$ cat src/rtl/encoder_bcd_pkg.sv
// Shared types and helpers for the BCD key encoder.
// Latency: n/a (types, constants and one combinational function).
// Backpressure: n/a.
//
// Contents:
//   NUM_KEYS, BCD_W   key-vector width and BCD code width
//   state_t           debounce FSM states
//   enc_t             classification of a key vector {code, single, none, many}
//   onehot_to_bcd()   classify a key vector; bit i of the vector is key d(i+1)
package encoder_bcd_pkg;

  localparam int NUM_KEYS = 9;
  localparam int BCD_W    = 4;

  typedef enum logic [1:0] {
    IDLE     = 2'd0,
    DEBOUNCE = 2'd1,
    HELD     = 2'd2,
    RELEASE  = 2'd3
  } state_t;

  typedef struct packed {
    logic [BCD_W-1:0] code;    // 1..9 when single, 0 otherwise
    logic             single;  // exactly one key high
    logic             none;    // no key high
    logic             many;    // two or more keys high
  } enc_t;

  // Popcount plus position of the highest set bit. The code is only
  // meaningful when exactly one bit is set, so it is forced to zero
  // otherwise to keep downstream comparisons clean.
  function automatic enc_t onehot_to_bcd(input logic [NUM_KEYS-1:0] keys);
    enc_t       r;
    logic [3:0] ones;
    r    = '0;
    ones = '0;
    for (int i = 0; i < NUM_KEYS; i++) begin
      if (keys[i]) begin
        ones   = ones + 4'd1;
        r.code = BCD_W'(i + 1);
      end
    end
    r.none   = (ones == 4'd0);
    r.single = (ones == 4'd1);
    r.many   = (ones > 4'd1);
    if (!r.single) begin
      r.code = '0;
    end
    return r;
  endfunction

endpackage

$ cat src/rtl/encoder_bcd_key_sync_2ff.sv
// Two-flop synchroniser for a vector of asynchronous level signals.
// Latency: 2 clk edges from input change to sync_o change.
// Backpressure: none; each bit is sampled every cycle.
//
// Ports:
//   clk     rising-edge clock
//   rst     asynchronous active-high reset, clears both stages to 0
//   async_i asynchronous input vector
//   sync_o  synchronised copy of async_i
module sync_2ff #(
  parameter int WIDTH = 9
) (
  input  logic             clk,
  input  logic             rst,
  input  logic [WIDTH-1:0] async_i,
  output logic [WIDTH-1:0] sync_o
);

  logic [WIDTH-1:0] meta_q;
  logic [WIDTH-1:0] sync_q;

  // Bits are synchronised independently; keys pressed together may appear
  // a cycle apart, which the debounce FSM tolerates by restarting.
  always_ff @(posedge clk or posedge rst) begin
    if (rst) begin
      meta_q <= '0;
      sync_q <= '0;
    end else begin
      meta_q <= async_i;
      sync_q <= meta_q;
    end
  end

  assign sync_o = sync_q;

endmodule

$ cat src/rtl/encoder_bcd_key.sv
// Debounced 9-key to BCD encoder with one-cycle valid strobe and multi-key flag.
// Latency: key first sampled at edge 1 gives valid after edge 2+DEBOUNCE_CYCLES.
// Backpressure: none; valid is a strobe and the code register holds until the next press.
//
// Ports:
//   clk          rising-edge clock
//   rst          asynchronous active-high reset
//   d1..d9       active-high key lines, asynchronous to clk
//   a,b,c,d      BCD code of the last accepted key (a = MSB), 0000 until first press
//   valid        one-cycle strobe, high in the cycle {a,b,c,d} is updated
//   multi        registered flag, high while two or more synced keys are high
module encoder_bcd_key
  import encoder_bcd_pkg::*;
#(
  parameter int DEBOUNCE_CYCLES = 4,  // legal 2..7
  parameter int CNT_W           = 3   // 2**CNT_W > DEBOUNCE_CYCLES
) (
  input  logic clk,
  input  logic rst,
  input  logic d1,
  input  logic d2,
  input  logic d3,
  input  logic d4,
  input  logic d5,
  input  logic d6,
  input  logic d7,
  input  logic d8,
  input  logic d9,
  output logic a,
  output logic b,
  output logic c,
  output logic d,
  output logic valid,
  output logic multi
);

  localparam logic [CNT_W-1:0] CNT_ONE  = CNT_W'(1);
  localparam logic [CNT_W-1:0] CNT_LAST = CNT_W'(DEBOUNCE_CYCLES - 1);

  // ---------------------------------------------------------------------------
  // Synchronise and classify the key vector
  // ---------------------------------------------------------------------------
  logic [NUM_KEYS-1:0] key_raw;
  logic [NUM_KEYS-1:0] key_sync;
  enc_t                enc;

  assign key_raw = {d9, d8, d7, d6, d5, d4, d3, d2, d1};

  sync_2ff #(
    .WIDTH(NUM_KEYS)
  ) u_sync (
    .clk    (clk),
    .rst    (rst),
    .async_i(key_raw),
    .sync_o (key_sync)
  );

  assign enc = onehot_to_bcd(key_sync);

  // ---------------------------------------------------------------------------
  // State
  // ---------------------------------------------------------------------------
  state_t             state_q, state_d;
  logic [CNT_W-1:0]   cnt_q,   cnt_d;
  logic [BCD_W-1:0]   cand_q,  cand_d;
  logic [BCD_W-1:0]   code_q,  code_d;
  logic               valid_q, valid_d;
  logic               multi_q;
  logic               accept;

  always_ff @(posedge clk or posedge rst) begin
    if (rst) begin
      state_q <= IDLE;
      cnt_q   <= '0;
      cand_q  <= '0;
      code_q  <= '0;
      valid_q <= 1'b0;
      multi_q <= 1'b0;
    end else begin
      state_q <= state_d;
      cnt_q   <= cnt_d;
      cand_q  <= cand_d;
      code_q  <= code_d;
      valid_q <= valid_d;
      multi_q <= enc.many;
    end
  end

  // ---------------------------------------------------------------------------
  // Next-state logic
  // ---------------------------------------------------------------------------
  // cnt counts synced cycles of a stable pattern, starting at 1 on the
  // cycle that enters DEBOUNCE/RELEASE. It saturates at CNT_LAST by leaving
  // the state on that cycle, and every exit clears it, so it never wraps.
  always_comb begin
    state_d = state_q;
    cnt_d   = cnt_q;
    cand_d  = cand_q;
    accept  = 1'b0;

    case (state_q)
      IDLE: begin
        if (enc.single) begin
          cand_d  = enc.code;
          cnt_d   = CNT_ONE;
          state_d = DEBOUNCE;
        end else begin
          cnt_d   = '0;
        end
      end

      DEBOUNCE: begin
        if (enc.single && (enc.code == cand_q)) begin
          if (cnt_q == CNT_LAST) begin
            accept  = 1'b1;
            cnt_d   = '0;
            state_d = HELD;
          end else begin
            cnt_d   = cnt_q + CNT_ONE;
          end
        end else begin
          // Bounce, a different key or a chord: abandon without a strobe.
          cnt_d   = '0;
          state_d = IDLE;
        end
      end

      HELD: begin
        // Rollover and chords are ignored until every key is released.
        if (enc.none) begin
          cnt_d   = CNT_ONE;
          state_d = RELEASE;
        end
      end

      RELEASE: begin
        if (enc.none) begin
          if (cnt_q == CNT_LAST) begin
            cnt_d   = '0;
            state_d = IDLE;
          end else begin
            cnt_d   = cnt_q + CNT_ONE;
          end
        end else begin
          // Release bounce: treat the key as still held.
          cnt_d   = '0;
          state_d = HELD;
        end
      end

      default: begin
        cnt_d   = '0;
        state_d = IDLE;
      end
    endcase
  end

  // ---------------------------------------------------------------------------
  // Output logic
  // ---------------------------------------------------------------------------
  // accept can only fire from DEBOUNCE and always lands in HELD, so valid
  // can never be high on two consecutive cycles.
  always_comb begin
    valid_d = accept;
    code_d  = code_q;
    if (accept) begin
      code_d = cand_q;
    end
  end

  assign {a, b, c, d} = code_q;
  assign valid        = valid_q;
  assign multi        = multi_q;

endmodule

$ cat config.mk
export PLATFORM = sky130hd
export DESIGN_NAME = encoder_bcd_key
export DESIGN_NICKNAME = d
export VERILOG_FILES = /design/src/rtl/encoder_bcd_pkg.sv /design/src/rtl/encoder_bcd_key_sync_2ff.sv /design/src/rtl/encoder_bcd_key.sv
export SDC_FILE = /design/constraint.sdc
export NUM_CORES = 1
export LEC_CHECK = 0
export CAP_MARGIN = 20
export CORE_ASPECT_RATIO = 1.75
export CORE_UTILIZATION = 55
export CTS_BUF_LIST = sky130_fd_sc_hd__clkbuf_4
export CTS_CLUSTER_SIZE = 30
export DETAILED_ROUTE_END_ITERATION = 10
export GPL_ROUTABILITY_DRIVEN = 0
export GPL_TIMING_DRIVEN = 0
export MAX_ROUTING_LAYER = met4
export PLACE_DENSITY = 0.76
export SLEW_MARGIN = 10
export SYNTH_ARGS = -nofsm -noshare
export SYNTH_HDL_FRONTEND = slang
export SYNTH_SLANG_ARGS = --single-unit
$ cat constraint.sdc
create_clock -name clk -period 16.45 [get_ports clk]
set_clock_uncertainty 0.2 [all_clocks]
set_input_delay 2.4675 -clock clk [delete_from_list [all_inputs] [get_ports clk]]
set_output_delay 2.4675 -clock clk [all_outputs]
set_load 0.02 [all_outputs]
Word-level counts from Yosys, hierarchy flattened
Cells that the tools add are included.

storage, ports and cells
  input port bits = 11
  register bits after elaboration = 33
  word-level logic and storage cells = 67

operators by class
  reduce and logical (&&, ||, !) cells = 5
  $lt $le $gt $ge = 1
  multiplexer cells = 34
  eq/ne operators = 10
  add/sub/neg operators = 9

operators by type and width
  kind                 count
  $mux 4               17
  $add 4x1->4 const B  8
  $mux 2               6
  $mux 3               4
  $pmux 3 s4           1
  $pmux 2 s4           1
  $ne 3x3->1 const B   2
  $mux 1               5
  $eq 2x2->1 const B   2
  $eq 4x1->1 const B   1
  $eq 4x4->1           1
  $gt 4x1->1 const B   1
  $logic_not 4->1      1
  $ne 2x2->1 const B   2
  $reduce_and 4->1     1
  $add 3x1->3 const B  1
  $eq 3x2->1 const B   1
  $eq 2x1->1 const B   1
  $logic_not 2->1      1
  $reduce_and 2->1     1
  $logic_and 1x1->1    1

Longest topological paths before layout
Gate-level depths: netlist of the first run.

  depth in word-level cells = 23
  depth in mapped cells = 28
  depth with buffers taken out = 28

Cells and area by module
A second synthesis of the first run with hierarchy kept.

unflattened totals
  cell total of the unflattened synthesis = 176
  area total of the unflattened synthesis = 1,964.4 µm²

modules (own cells, without submodules)
  module           cells each  area an instance (µm²)  instances
  encoder_bcd_key  157         1,510.2                 1
  sync_2ff         19          454.2                   1

Least setup slack after synthesis of the first run
OpenSTA, ideal clock, no wires.

  path type = reg2reg
  start = reg u_sync.sync_q[0], in the netlist u_sync.sync_o[0]
  end = reg cand_q[0]
  cell stages (with the launch flop) = 27
  slack = 10,978 ps
  data required time = 16,125 ps
  buffers on the path = 1
  clock period less this slack = 5,472 ps
  library setup time = 125 ps
  arrival = 5,147 ps
  path through = dfrtp_1 -> inv_1 -> ha_1 -> xor2_1 -> ha_1 -> nand2_1 -> o31ai_1 -> ha_1 -> mux2_2 -> ha_1 -> inv_1 -> a22o_1 -> nand2_1 -> ha_1 -> nand2b_1 -> o21ai_0 -> inv_1 -> ha_1 -> nand2_1 -> nand2_1 -> ha_1 -> a21oi_1 -> o211ai_1 -> o22a_1 -> or4_4 -> buf_6 -> mux2_4

between the ends
  word-level cells in the longest chain between the ends = 19
  elaborated cells between the ends (all ways) = 28
  those cells by class = add/sub: 8; eq/ne: 1; mux: 18; reduce/logical: 1

ends and longest elaborated chain
  what                                        RTL line                        text
  from (decl)                                 encoder_bcd_key_sync_2ff.sv:20  logic [WIDTH-1:0] sync_q;
  from (signal assigned)                      encoder_bcd_key_sync_2ff.sv:30  sync_q <= meta_q;
  $mux 1 *                                    encoder_bcd_pkg.sv:38           if (keys[i]) begin
  $add 4x1->4                                 encoder_bcd_pkg.sv:39           ones = ones + 4'd1;
  $mux 4                                      encoder_bcd_pkg.sv:38
  $add 4x1->4                                 encoder_bcd_pkg.sv:39
  $mux 4                                      encoder_bcd_pkg.sv:38
  $add 4x1->4                                 encoder_bcd_pkg.sv:39
  $mux 4                                      encoder_bcd_pkg.sv:38
  $add 4x1->4                                 encoder_bcd_pkg.sv:39
  [... 3 more ...]                            -
  $add 4x1->4                                 encoder_bcd_pkg.sv:39
  $mux 4                                      encoder_bcd_pkg.sv:38
  $add 4x1->4                                 encoder_bcd_pkg.sv:39
  $mux 4                                      encoder_bcd_pkg.sv:38
  $add 4x1->4                                 encoder_bcd_pkg.sv:39
  $mux 4                                      encoder_bcd_pkg.sv:38
  $eq 4x1->1                                  encoder_bcd_pkg.sv:44           r.single = (ones == 4'd1);
  $mux 4 or $reduce_and 2->1 (tied branches)  -
  to (signal assigned)                        encoder_bcd_key.sv:82           cand_q <= cand_d;
  to (decl)                                   encoder_bcd_key.sv:65           logic [BCD_W-1:0] cand_q, cand_d;

Every way passes the cells marked *; elsewhere a longest branch is shown, timed or not.
A chain may end at the register's enable or synchronous reset.

Final worst setup path of the first run
  start = reg u_sync.sync_q[0], in the netlist u_sync.sync_o[0]
  end = reg cand_q[3]

between the ends
  word-level cells in the longest chain between the ends = 19
  elaborated cells between the ends (all ways) = 20
  those cells by class = add/sub: 8; eq/ne: 1; mux: 10; reduce/logical: 1

ends and longest elaborated chain
  what                                        RTL line
  $mux 1 *                                    encoder_bcd_pkg.sv:38
  $add 4x1->4                                 encoder_bcd_pkg.sv:39
  $mux 4 *                                    encoder_bcd_pkg.sv:38
  $add 4x1->4                                 encoder_bcd_pkg.sv:39
  $mux 4 *                                    encoder_bcd_pkg.sv:38
  $add 4x1->4                                 encoder_bcd_pkg.sv:39
  $mux 4 *                                    encoder_bcd_pkg.sv:38
  $add 4x1->4                                 encoder_bcd_pkg.sv:39
  [... 3 more ...]                            -
  $add 4x1->4                                 encoder_bcd_pkg.sv:39
  $mux 4 *                                    encoder_bcd_pkg.sv:38
  $add 4x1->4                                 encoder_bcd_pkg.sv:39
  $mux 4 *                                    encoder_bcd_pkg.sv:38
  $add 4x1->4                                 encoder_bcd_pkg.sv:39
  $mux 4 *                                    encoder_bcd_pkg.sv:38
  $eq 4x1->1 *                                encoder_bcd_pkg.sv:44
  $mux 4 or $reduce_and 2->1 (tied branches)  -

Marks and branches as above.

==> metrics.txt, run 1 <==
dpl cell area=2310 um^2; critical path's top delay family=adder cells; DIE HEIGHT=83.0 um; cells after synthesis=194; Synth Cell Area=2060 um^2; async set-or-reset flop fraction in the synthesized netlist=100%; ratio of cells with drive above 1 in the final layout=15.1%; number of global-route vias before repair=1604; Via Count=1521; max-cap viol count=0; final instance area=2390 um^2; die width=48.3 um; met1 Track Usage GR=23.3%; Setup Crit Path Kind=flop to flop; Final Worst Setup Slack=10.54 ns; Placement Setup Slack=10.56 ns; CP max FO=5; Core ar.=3590 um^2; mean post-synth cell area=10.6 um^2; DP Wirelength=3.10 mm; PostCTS Resize Cnt=0; Synth Register Bits=33; mux contribution to synthesized area=5.89%; vias per cell=5.74; Tmin final=5.91 ns; RSZ-0062 raised after global routing=false; CP Capture Type=flop; Worst Hold Class=flop to flop; Main synth FF type=dfrtp_1; area grow syn2layout=16.0%; CP arrival=5.93 ns; Power per Cell Area=117 nW/um^2; hold buffer count at CTS=0; Buffers on Ports=16; gr usage total=23.6%; largest family of logic cells by synthesized area=simple AND/OR/NAND/NOR gates; peak supply drop=0.0000948 V; Max Clk Rate=0.169 GHz; Skew-Pair Late Insertion Delay=0.35 ns; share of total power in the clock network=21.8%; NetSw=97.2 uW; CTS tree=yes; setup TNS=0 ns; Routed Antenna Nets=0; slowest stage delay, CP=0.44 ns; Detailed Routing Iterations Pass 1=4; outcome=completed; post-route insts no fill=265; commonest non-fill, non-tap cell in the layout=dfrtp_1; Root Buffer=clkbuf_4; final WL=3.90 mm; post-synthesis simple-gate area fraction=17.6%; Max Slew Vio Count=0; grt peak-use layer=met2; hold_ws=0.142 ns; final hold violations=0; switch share=34.7%; CTS Buffer Depth=2; crit start category=flop; largest net degree at the start of global routing=19; n_diodes=0; first-pass GRT wire length=6.50 mm; area fraction in compound gates after synthesis=13.2%; drc violations=0; WP buf/inv=4; Lkg Pwr=1.11 nW; number of synthesized flops with an enable pin=0; clock slew at reported path FFs=0.12 ns; IO Pins=17; internal power=183 uW; most frequent cells in the layout=33 x dfrtp_1, 16 x nand2_1, 16 x clkdlybuf4s50_1, 12 x inv_1; Worst EP required=16.47 ns; slew margin rel.=55.4%; Most common cell on crit path=ha_1; register area share after synthesis=40.1%; H-tree Lvls=2; cts bufs inserted=5; Synth warnings=0; final setup violation count=0; total die area=4010 um^2; syn_nets=215; share of power burned in registers=35.7%; dpl cells=257; Final #Nets=239; Cell Rows=29; initial antenna violation count=0; post-CTS setup buffer count=0; slowest stage cell, crit path=or4_4; Initial DRC Count=27; GR Util met3=4.13%; met2 usage=39.9%; Post-Synth XOR/XNOR Area=12.2%; library cells used by synthesis=53; Worst Tran Pin Value=0.669 ns; grt ovf=0; post-synthesis adder-cell area fraction=6.07%; Final Cycle Share=35.9%; wire length per cell=14.7 um; TritonCTS sink count=33; Starting Density=57.4%; Logic pwr share=42.5%
## flip-flops by register name, summed over array words and instances, names as in the netlist
name,flops
code_q,4
valid,1
state_q,2
cand_q,4
u_sync.sync_o,9
u_sync.meta_q,9
multi,1
cnt_q,3
## metal layers
| layer | up-vias | wire (um) |
|---|---|---|
| li1 | 745 | - |
| met1 | 739 | 1440 |
| met2 | 24 | 2220 |
| met3 | 13 | 84 |
| met4 | 0 | 154 |
| met5 | - | 0 |
## synthesized netlist by cell type, types with 2 or more instances
master	instances	area, um^2
dfrtp_1	33	826
nand2_1	16	60.1
inv_1	12	45.0
ha_1	10	125
nor2_1	10	37.5
xnor2_1	7	61.3
a21oi_1	6	30.0
xor2_1	6	52.6
mux2_2	5	56.3
xnor3_1	5	113
buf_2	4	20.0
nand2b_1	4	25.0
nor4_1	4	25.0
o211ai_1	4	30.0
o21ai_0	4	20.0
and2_1	3	18.8
clkbuf_1	3	11.3
mux2_4	3	45.0
nand3_1	3	15.0
nand4_1	3	18.8
nor2b_1	3	18.8
nor3_1	3	15.0
nor3b_1	3	22.5
a31o_2	2	17.5
a32o_1	2	20.0
and3_1	2	12.5
buf_6	2	22.5
mux2i_1	2	20.0
nor4b_1	2	17.5
o21bai_1	2	15.0
o31ai_1	2	15.0
o32ai_1	2	17.5
or2_2	2	12.5
## cell type report
cell class / count / area, um^2
Buffer: 10 / 57.6
Clock buffer: 5 / 37.5
Clock inverter: 3 / 46.3
Inverter: 12 / 45.0
Tap cell: 46 / 57.6
Sequential cell: 33 / 826
Fill cell: 282 / 1200
Timing Repair Buffer: 17 / 188
Multi-Input combinational cell: 139 / 1130
## power by group through the flow
stage	clock network, mW	logic [mW]	registers [mW]
after floorplan	0	0.0962	0.100
after global placement	0	0.113	0.101
after detailed placement	0	0.120	0.102
after CTS	0.0624	0.120	0.100
after global routing	0.0658	0.133	0.101
final	0.0611	0.119	0.100
## worst paths after layout
kind                             startpoint          endpoint  slack, ns  depth (start not counted)
max reg2reg                u_sync.sync_o[0]         cand_q[3]      10.54                         26
min                        u_sync.meta_q[3]  u_sync.sync_o[3]       0.14                          0
min reg2reg                u_sync.meta_q[3]  u_sync.sync_o[3]       0.14                          0
max                        u_sync.sync_o[0]         cand_q[3]      10.54                         26
max in group asynchronous               rst          cnt_q[0]      13.20                          3
min in group asynchronous               rst         cand_q[1]       2.31                          2
## cells by family (layout without fill, tap and decap cells)
| family | count (synthesis) | count (layout) |
|---|---|---|
| AND/OR/NAND/NOR | 64 | 64 |
| AO/OA/AOI/OAI | 36 | 36 |
| flip-flops | 33 | 33 |
| buffers and inverters | 22 | 47 |
| XOR/XNOR | 19 | 19 |
| adder cells (fa/ha/maj) | 10 | 10 |
| multiplexers | 10 | 10 |
## metrics by stage
stage          total power, mW  utilization [%]
6_report                 0.280             66.5
3_3_place_gp             0.214             63.4
2_1_floorplan            0.196                -
3_5_place_dp             0.221             64.2
4_1_cts                  0.283             66.5
5_1_grt                  0.300             66.5
## worst register-to-register path, cell delays in order, from the launching register on
cell	delay [ns]
dfrtp_1	0.41
inv_1	0.06
ha_1	0.36
xor2_1	0.19
ha_1	0.29
nand2_1	0.09
o31ai_1	0.09
ha_1	0.32
mux2_2	0.27
ha_1	0.26
inv_1	0.07
a22o_1	0.21
nand2_1	0.07
ha_1	0.28
nand2b_1	0.16
o21ai_0	0.14
inv_1	0.09
ha_1	0.27
nand2_1	0.10
nand2_1	0.06
ha_1	0.27
a21oi_1	0.22
nand4_1	0.12
o22a_1	0.29
or4_4	0.44
buf_6	0.15
mux2_4	0.29
No activity file was read; power rests on OpenSTA's default activity.
==> run 2: changes to the inputs <==
==> constraint.sdc (replaced) <==
create_clock -name clk -period 5.9 [get_ports clk]
set_clock_uncertainty 0.2 [all_clocks]
set_input_delay 0.885 -clock clk [delete_from_list [all_inputs] [get_ports clk]]
set_output_delay 0.885 -clock clk [all_outputs]
set_load 0.02 [all_outputs]
==> run 2 against run 1 <==
Against the previous run: first-iteration DRC count shrank 3.7%; power grew to 2.9 times the previous value; fmax up 4.9%; sequential cell count did not move; core utilization up 2.0 points; clock-buffer cell count is the same; routed wire length is 3.1% higher; clock power rose to 2.8 times the previous value; largest cell class unchanged.
==> metrics.txt, run 2 (same netlist as run 1, synthesis figures left out) <==
Most common cell on crit path=ha_1 (unchanged); Max Clk Rate=0.177 GHz (was 0.169 GHz); IO Pins=17 (unchanged); slowest stage cell, crit path=or4_4 (unchanged); Tmin final=5.63 ns (was 5.91 ns); Initial DRC Count=26 (was 27); Final #Nets=243 (was 239); clock slew at reported path FFs=0.11 ns (was 0.12 ns); H-tree Lvls=2 (unchanged); first-pass GRT wire length=6.51 mm (was 6.50 mm); most frequent cells in the layout=33 x dfrtp_1, 16 x clkdlybuf4s50_1, 15 x nand2_1, 9 x inv_1, 9 x nor2_1 (was 33 x dfrtp_1, 16 x nand2_1, 16 x clkdlybuf4s50_1, 12 x inv_1); peak supply drop=0.000266 V (was 0.0000948 V); gr usage total=23.7% (was 23.6%); outcome=completed (unchanged); Final Cycle Share=95.5% (was 35.9%); largest net degree at the start of global routing=19 (unchanged); slew margin rel.=55.2% (was 55.4%); setup TNS=0 ns (unchanged); number of global-route vias before repair=1606 (was 1604); Power per Cell Area=329 nW/um^2 (was 117 nW/um^2); length of routed wiring on met1=1.44 mm (about the same); wire length per cell=14.9 um (was 14.7 um); total power=810 uW (was 280 uW); DR top layer=met4 (unchanged); final setup violation count=0 (unchanged); commonest non-fill, non-tap cell in the layout=dfrtp_1 (unchanged); Lkg Pwr=1.14 nW (was 1.11 nW); crit start category=flop (unchanged); CP Capture Type=flop (unchanged); Post-Route Utilization=68.5% (was 66.5%); met3 WL=87 um (was 84 um); Setup Crit Path Kind=flop to flop (unchanged); CTS tree=yes (unchanged); Root Buffer=clkbuf_4 (unchanged); Worst EP required=5.92 ns (was 16.47 ns); Max Slew Vio Count=0 (unchanged); grt ovf=0 (unchanged); Worst Hold Class=flop to flop (unchanged); met2 WL=2.33 mm (was 2.22 mm); drc violations=0 (unchanged); post-route insts no fill=269 (was 265); max-cap viol count=0 (unchanged); final hold violations=0 (unchanged); CP max FO=5 (unchanged); slowest stage delay, CP=0.43 ns (was 0.44 ns); initial antenna violation count=0 (unchanged); Detailed Routing Iterations Pass 1=4 (unchanged); Cell Rows=29 (unchanged); dpl cells=257 (unchanged); Routed Antenna Nets=0 (unchanged); ratio of cells with drive above 1 in the final layout=22.0% (was 15.1%); dpl cell area=2310 um^2 (unchanged); DIE HEIGHT=83.0 um (unchanged); Core ar.=3590 um^2 (unchanged); Worst Tran Pin Value=0.671 ns (was 0.669 ns); Starting Density=57.4% (unchanged); vias per cell=5.79 (was 5.74); die width=48.3 um (unchanged); final instance area=2460 um^2 (was 2390 um^2); Buffers on Ports=16 (unchanged); hold buffer count at CTS=0 (unchanged); area grow syn2layout=19.5% (was 16.0%); CTS Buffer Depth=2 (unchanged); total die area=4010 um^2 (unchanged); TritonCTS sink count=33 (unchanged); Via Count=1557 (was 1521); n_diodes=0 (unchanged); cts bufs inserted=5 (unchanged); CP arrival=5.66 ns (was 5.93 ns); final WL=4.02 mm (was 3.90 mm); Skew-Pair Late Insertion Delay=0.35 ns (about the same); DP Wirelength=3.10 mm (unchanged)
-- run 2: power by group --
part           internal [mW]  switching, mW
combinational          0.184          0.178
sequential             0.255         0.0235
clock                 0.0897         0.0803
-- run 2: worst max-delay path: cells and delay by family (launching register included) --
family          cells  cell delay [ns]
mux                 2             0.56
simple gates        6             0.89
xor+xnor            1             0.16
buf+inv             4             0.34
compound gates      6             0.91
flops               1             0.41
fa+ha+maj           7             2.04
-- run 2: repair_timing --
item,CTS,global route
gates resized for setup,2,12
buffers inserted,0,4
endpoints found under the setup margin,3,13
pin swaps,0,4
-- run 2: metrics by stage --
| stage | hold WS, ns | setup slack, ns |
|---|---|---|
| global placement | 0.132 | 0.189 |
| floorplan | 0.131 | 0.428 |
| CTS | 0.153 | 0.0363 |
| global route | 0.161 | -0.0295 |
| finish | 0.145 | 0.266 |
| detailed placement | 0.135 | 0.0113 |
-- run 2: worst paths after layout --
| kind | depth (start not counted) | slack, ns | endpoint | start |
|---|---|---|---|---|
| worst max-delay path | 26 | 0.27 | cand_q[3] | u_sync.sync_o[0] |
| worst min-delay path | 0 | 0.14 | u_sync.sync_o[3] | u_sync.meta_q[3] |
| worst max register to register | 26 | 0.27 | cand_q[3] | u_sync.sync_o[0] |
| worst min register to register | 0 | 0.14 | u_sync.sync_o[3] | u_sync.meta_q[3] |
| max in group asynchronous | 3 | 4.23 | cnt_q[0] | rst |
| min in group asynchronous | 2 | 0.73 | cand_q[1] | rst |
-- run 2: final cells by class --
class	count	area, um^2
buffer	10	57.6
clock buffer	5	37.5
clock inverter	3	46.3
fill	275	1130
inverter	12	45.0
multi-input combinational	139	1170
sequential	33	826
tap	46	57.6
timing repair buffer	21	218
-- run 2: metal layers --
layer	GRT usage, %	vias to the layer above
li1	-	756
met1	23.3	761
met2	40.0	25
met3	4.13	15
met4	12.9	0
met5	-	-
==> run 3: changes to the inputs <==
--- a/config.mk
+++ b/config.mk
@@ -6,15 +6,17 @@
 export NUM_CORES = 1
 export LEC_CHECK = 0
 export CAP_MARGIN = 20
+export CELL_PAD_IN_SITES_DETAIL_PLACEMENT = 1
+export CELL_PAD_IN_SITES_GLOBAL_PLACEMENT = 2
 export CORE_ASPECT_RATIO = 1.75
-export CORE_UTILIZATION = 55
+export CORE_UTILIZATION = 39
 export CTS_BUF_LIST = sky130_fd_sc_hd__clkbuf_4
 export CTS_CLUSTER_SIZE = 30
 export DETAILED_ROUTE_END_ITERATION = 10
 export GPL_ROUTABILITY_DRIVEN = 0
 export GPL_TIMING_DRIVEN = 0
 export MAX_ROUTING_LAYER = met4
-export PLACE_DENSITY = 0.76
+export PLACE_DENSITY = 0.81
 export SLEW_MARGIN = 10
 export SYNTH_ARGS = -nofsm -noshare
 export SYNTH_HDL_FRONTEND = slang
==> run 3 against run 2 <==
Against the previous run: the flow now finishes with violations (DRC); critical path type unchanged; first-iteration DRC count up 42%; critical path depth down 1; fmax up 1.1%; cell area up 0.66%; critical endpoint is now cand_q[0]; worst hold slack better by 0.012 ns; die area up 40%; sequential share of layout area down 0.22 points; clock-buffer cell count unchanged; non-clock buffer count down 3; core utilization down 19 points; power about the same.
==> metrics.txt, run 3 (same netlist as run 1, synthesis figures left out) <==
initial antenna violation count=0 (unchanged); Max Slew Vio Count=0 (unchanged); Core ar.=5020 um^2 (was 3590 um^2); total die area=5590 um^2 (was 4010 um^2); largest net degree at the start of global routing=19 (unchanged); slowest stage cell, crit path=or4_4 (unchanged); NetSw=288 uW (was 281 uW); peak supply drop=0.000192 V (was 0.000266 V); Tmin final=5.57 ns (was 5.63 ns); grt ovf=0 (unchanged); switch share=35.5% (was 34.7%); Initial DRC Count=37 (was 26); Worst EP required=5.93 ns (was 5.92 ns); Setup Crit Path Kind=flop to flop (unchanged); hold path cells=0 (unchanged); Final Worst Setup Slack=0.328 ns (was 0.266 ns); IO Pins=17 (unchanged); final hold violations=0 (unchanged); n_diodes=0 (unchanged); critical path's top delay family=adder cells (unchanged); Max Clk Rate=0.179 GHz (was 0.177 GHz); slew margin rel.=53.4% (was 55.2%); Final Cycle Share=94.4% (was 95.5%); DIE HEIGHT=98.2 um (was 83.0 um); WP buf/inv=3 (was 4); slowest stage delay, CP=0.48 ns (was 0.43 ns); Lkg Pwr=1.12 nW (was 1.14 nW); die width=57.0 um (was 48.3 um); Worst Tran Pin Value=0.698 ns (was 0.671 ns); wire length per cell=16.7 um (was 14.9 um); H-tree Lvls=2 (unchanged); DP Wirelength=3.63 mm (was 3.10 mm); cell depth of the worst setup path=25 (was 26); Final #Nets=240 (was 243); final setup violation count=0 (unchanged); Detailed Routing Iterations Pass 1=7 (was 4); internal power=522 uW (was 529 uW); CP arrival=5.60 ns (was 5.66 ns); met2 usage=35.6% (was 40.0%); share of total power in the clock network=20.4% (was 21.0%); commonest non-fill, non-tap cell in the layout=dfrtp_1 (unchanged); grt peak-use layer=met2 (unchanged); drc violations=2 (was 0); Power per Cell Area=327 nW/um^2 (was 329 nW/um^2); ratio of cells with drive above 1 in the final layout=22.3% (was 22.0%); area grow syn2layout=20.3% (was 19.5%); Root Buffer=clkbuf_4 (unchanged); dpl cells=265 (was 257); CTS Buffer Depth=2 (unchanged); gr usage total=18.8% (was 23.7%); Buffers on Ports=16 (unchanged); Routed Antenna Nets=0 (unchanged); number of global-route vias before repair=1713 (was 1606); CP max FO=5 (unchanged); first-pass GRT wire length=7.84 mm (was 6.51 mm); R2R cell count=25 (was 26); post-route insts no fill=274 (was 269); Skew-Pair Late Insertion Delay=0.34 ns (was 0.35 ns); max-cap viol count=0 (unchanged); crit start category=flop (unchanged); final WL=4.57 mm (was 4.02 mm); CP Capture Type=flop (unchanged); Placement Setup Slack=-0.121 ns (was 0.0113 ns); TritonCTS sink count=33 (unchanged); outcome=finished with violations (was completed); Logic pwr share=45.2% (was 44.6%); Via Count=1530 (was 1557); GR Util met3=2.38% (was 4.13%); Most common cell on crit path=ha_1 (unchanged); share of power burned in registers=34.4% (about the same); setup TNS=0 ns (unchanged); CTS tree=yes (unchanged); clock slew at reported path FFs=0.10 ns (was 0.11 ns); most frequent cells in the layout=33 x dfrtp_1, 16 x clkdlybuf4s50_1, 13 x nand2_1, 10 x inv_1, 9 x nor2_1 (was 33 x dfrtp_1, 16 x clkdlybuf4s50_1, 15 x nand2_1, 9 x inv_1, 9 x nor2_1); Starting Density=41.1% (was 57.4%); hold buffer count at CTS=0 (unchanged); Worst Hold Class=flop to flop (unchanged); met1 Track Usage GR=18.3% (was 23.3%); cts bufs inserted=5 (unchanged); vias per cell=5.58 (was 5.79); hold_ws=0.157 ns (was 0.145 ns); failing checks=DRC; Cell Rows=34 (was 29)
[run 3: cell types whose count changed in the layout (fill, tap and decap cells not counted), sizes merged]
cell,delta
buf,-3
[run 3: path summary, 6_finish.rpt]
check	from	endpoint	slack [ns]
worst min register to register	u_sync.meta_q[6]	u_sync.sync_o[6]	0.16
worst min-delay path	u_sync.meta_q[6]	u_sync.sync_o[6]	0.16
min in group asynchronous	rst	code_q[1]	0.75
worst max register to register	u_sync.sync_o[1]	cand_q[0]	0.33
max in group asynchronous	rst	u_sync.sync_o[4]	4.22
worst max-delay path	u_sync.sync_o[1]	cand_q[0]	0.33
[run 3: layout make-up]
class                   instances  area [um^2]
fillers                       569         2540
inverters                      12         45.0
clock buffers                   5         37.5
multi-input cells             139         1210
flip-flops and latches         33          826
repair buffers                 19          203
plain buffers                   9         46.3
well taps                      54         67.6
clock inverters                 3         41.3
[run 3: power groups by stage]
stage,Clock [mW],Sequential (mW),Combinational (mW)
4_1_cts,0.173,0.278,0.355
2_1_floorplan,0,0.279,0.268
5_1_grt,0.182,0.283,0.410
3_3_place_gp,0,0.282,0.327
6_report,0.165,0.279,0.366
3_5_place_dp,0,0.283,0.343
[run 3: layer usage]
metal	part of all wire (%)	vias to the layer above
met5	0	-
met4	2.0	0
met3	1.8	6
met2	59	14
met1	37	762
li1	-	748
[run 3: worst register-to-register path: cells and delay by family (launching register included)]
| kind | cells | cell delay (ns) |
|---|---|---|
| DFF | 1 | 0.42 |
| buffers and inverters | 3 | 0.20 |
| muxes | 2 | 0.60 |
| AOI/OAI and AO/OA | 5 | 0.87 |
| adders and majority gates | 7 | 1.91 |
| xor gates and xnor gates | 1 | 0.16 |
| and+or+nand+nor | 7 | 1.11 |
[run 3: what timing repair did]
item / 4_1_cts / 5_1_grt
gates resized for setup: 5 / 14
setup buffers: 0 / 2
pin swaps: 0 / 6
setup endpoints to repair: 12 / 13
[run 3: per-stage QoR]
step / util (%) / total power, mW / area (um^2)
after floorplan: - / 0.547 / 2060
after global placement: 45.6 / 0.608 / 2290
after detailed placement: 46.1 / 0.626 / 2320
after CTS: 48.0 / 0.806 / 2410
after global routing: 49.4 / 0.876 / 2480
final: 49.4 / 0.811 / 2480
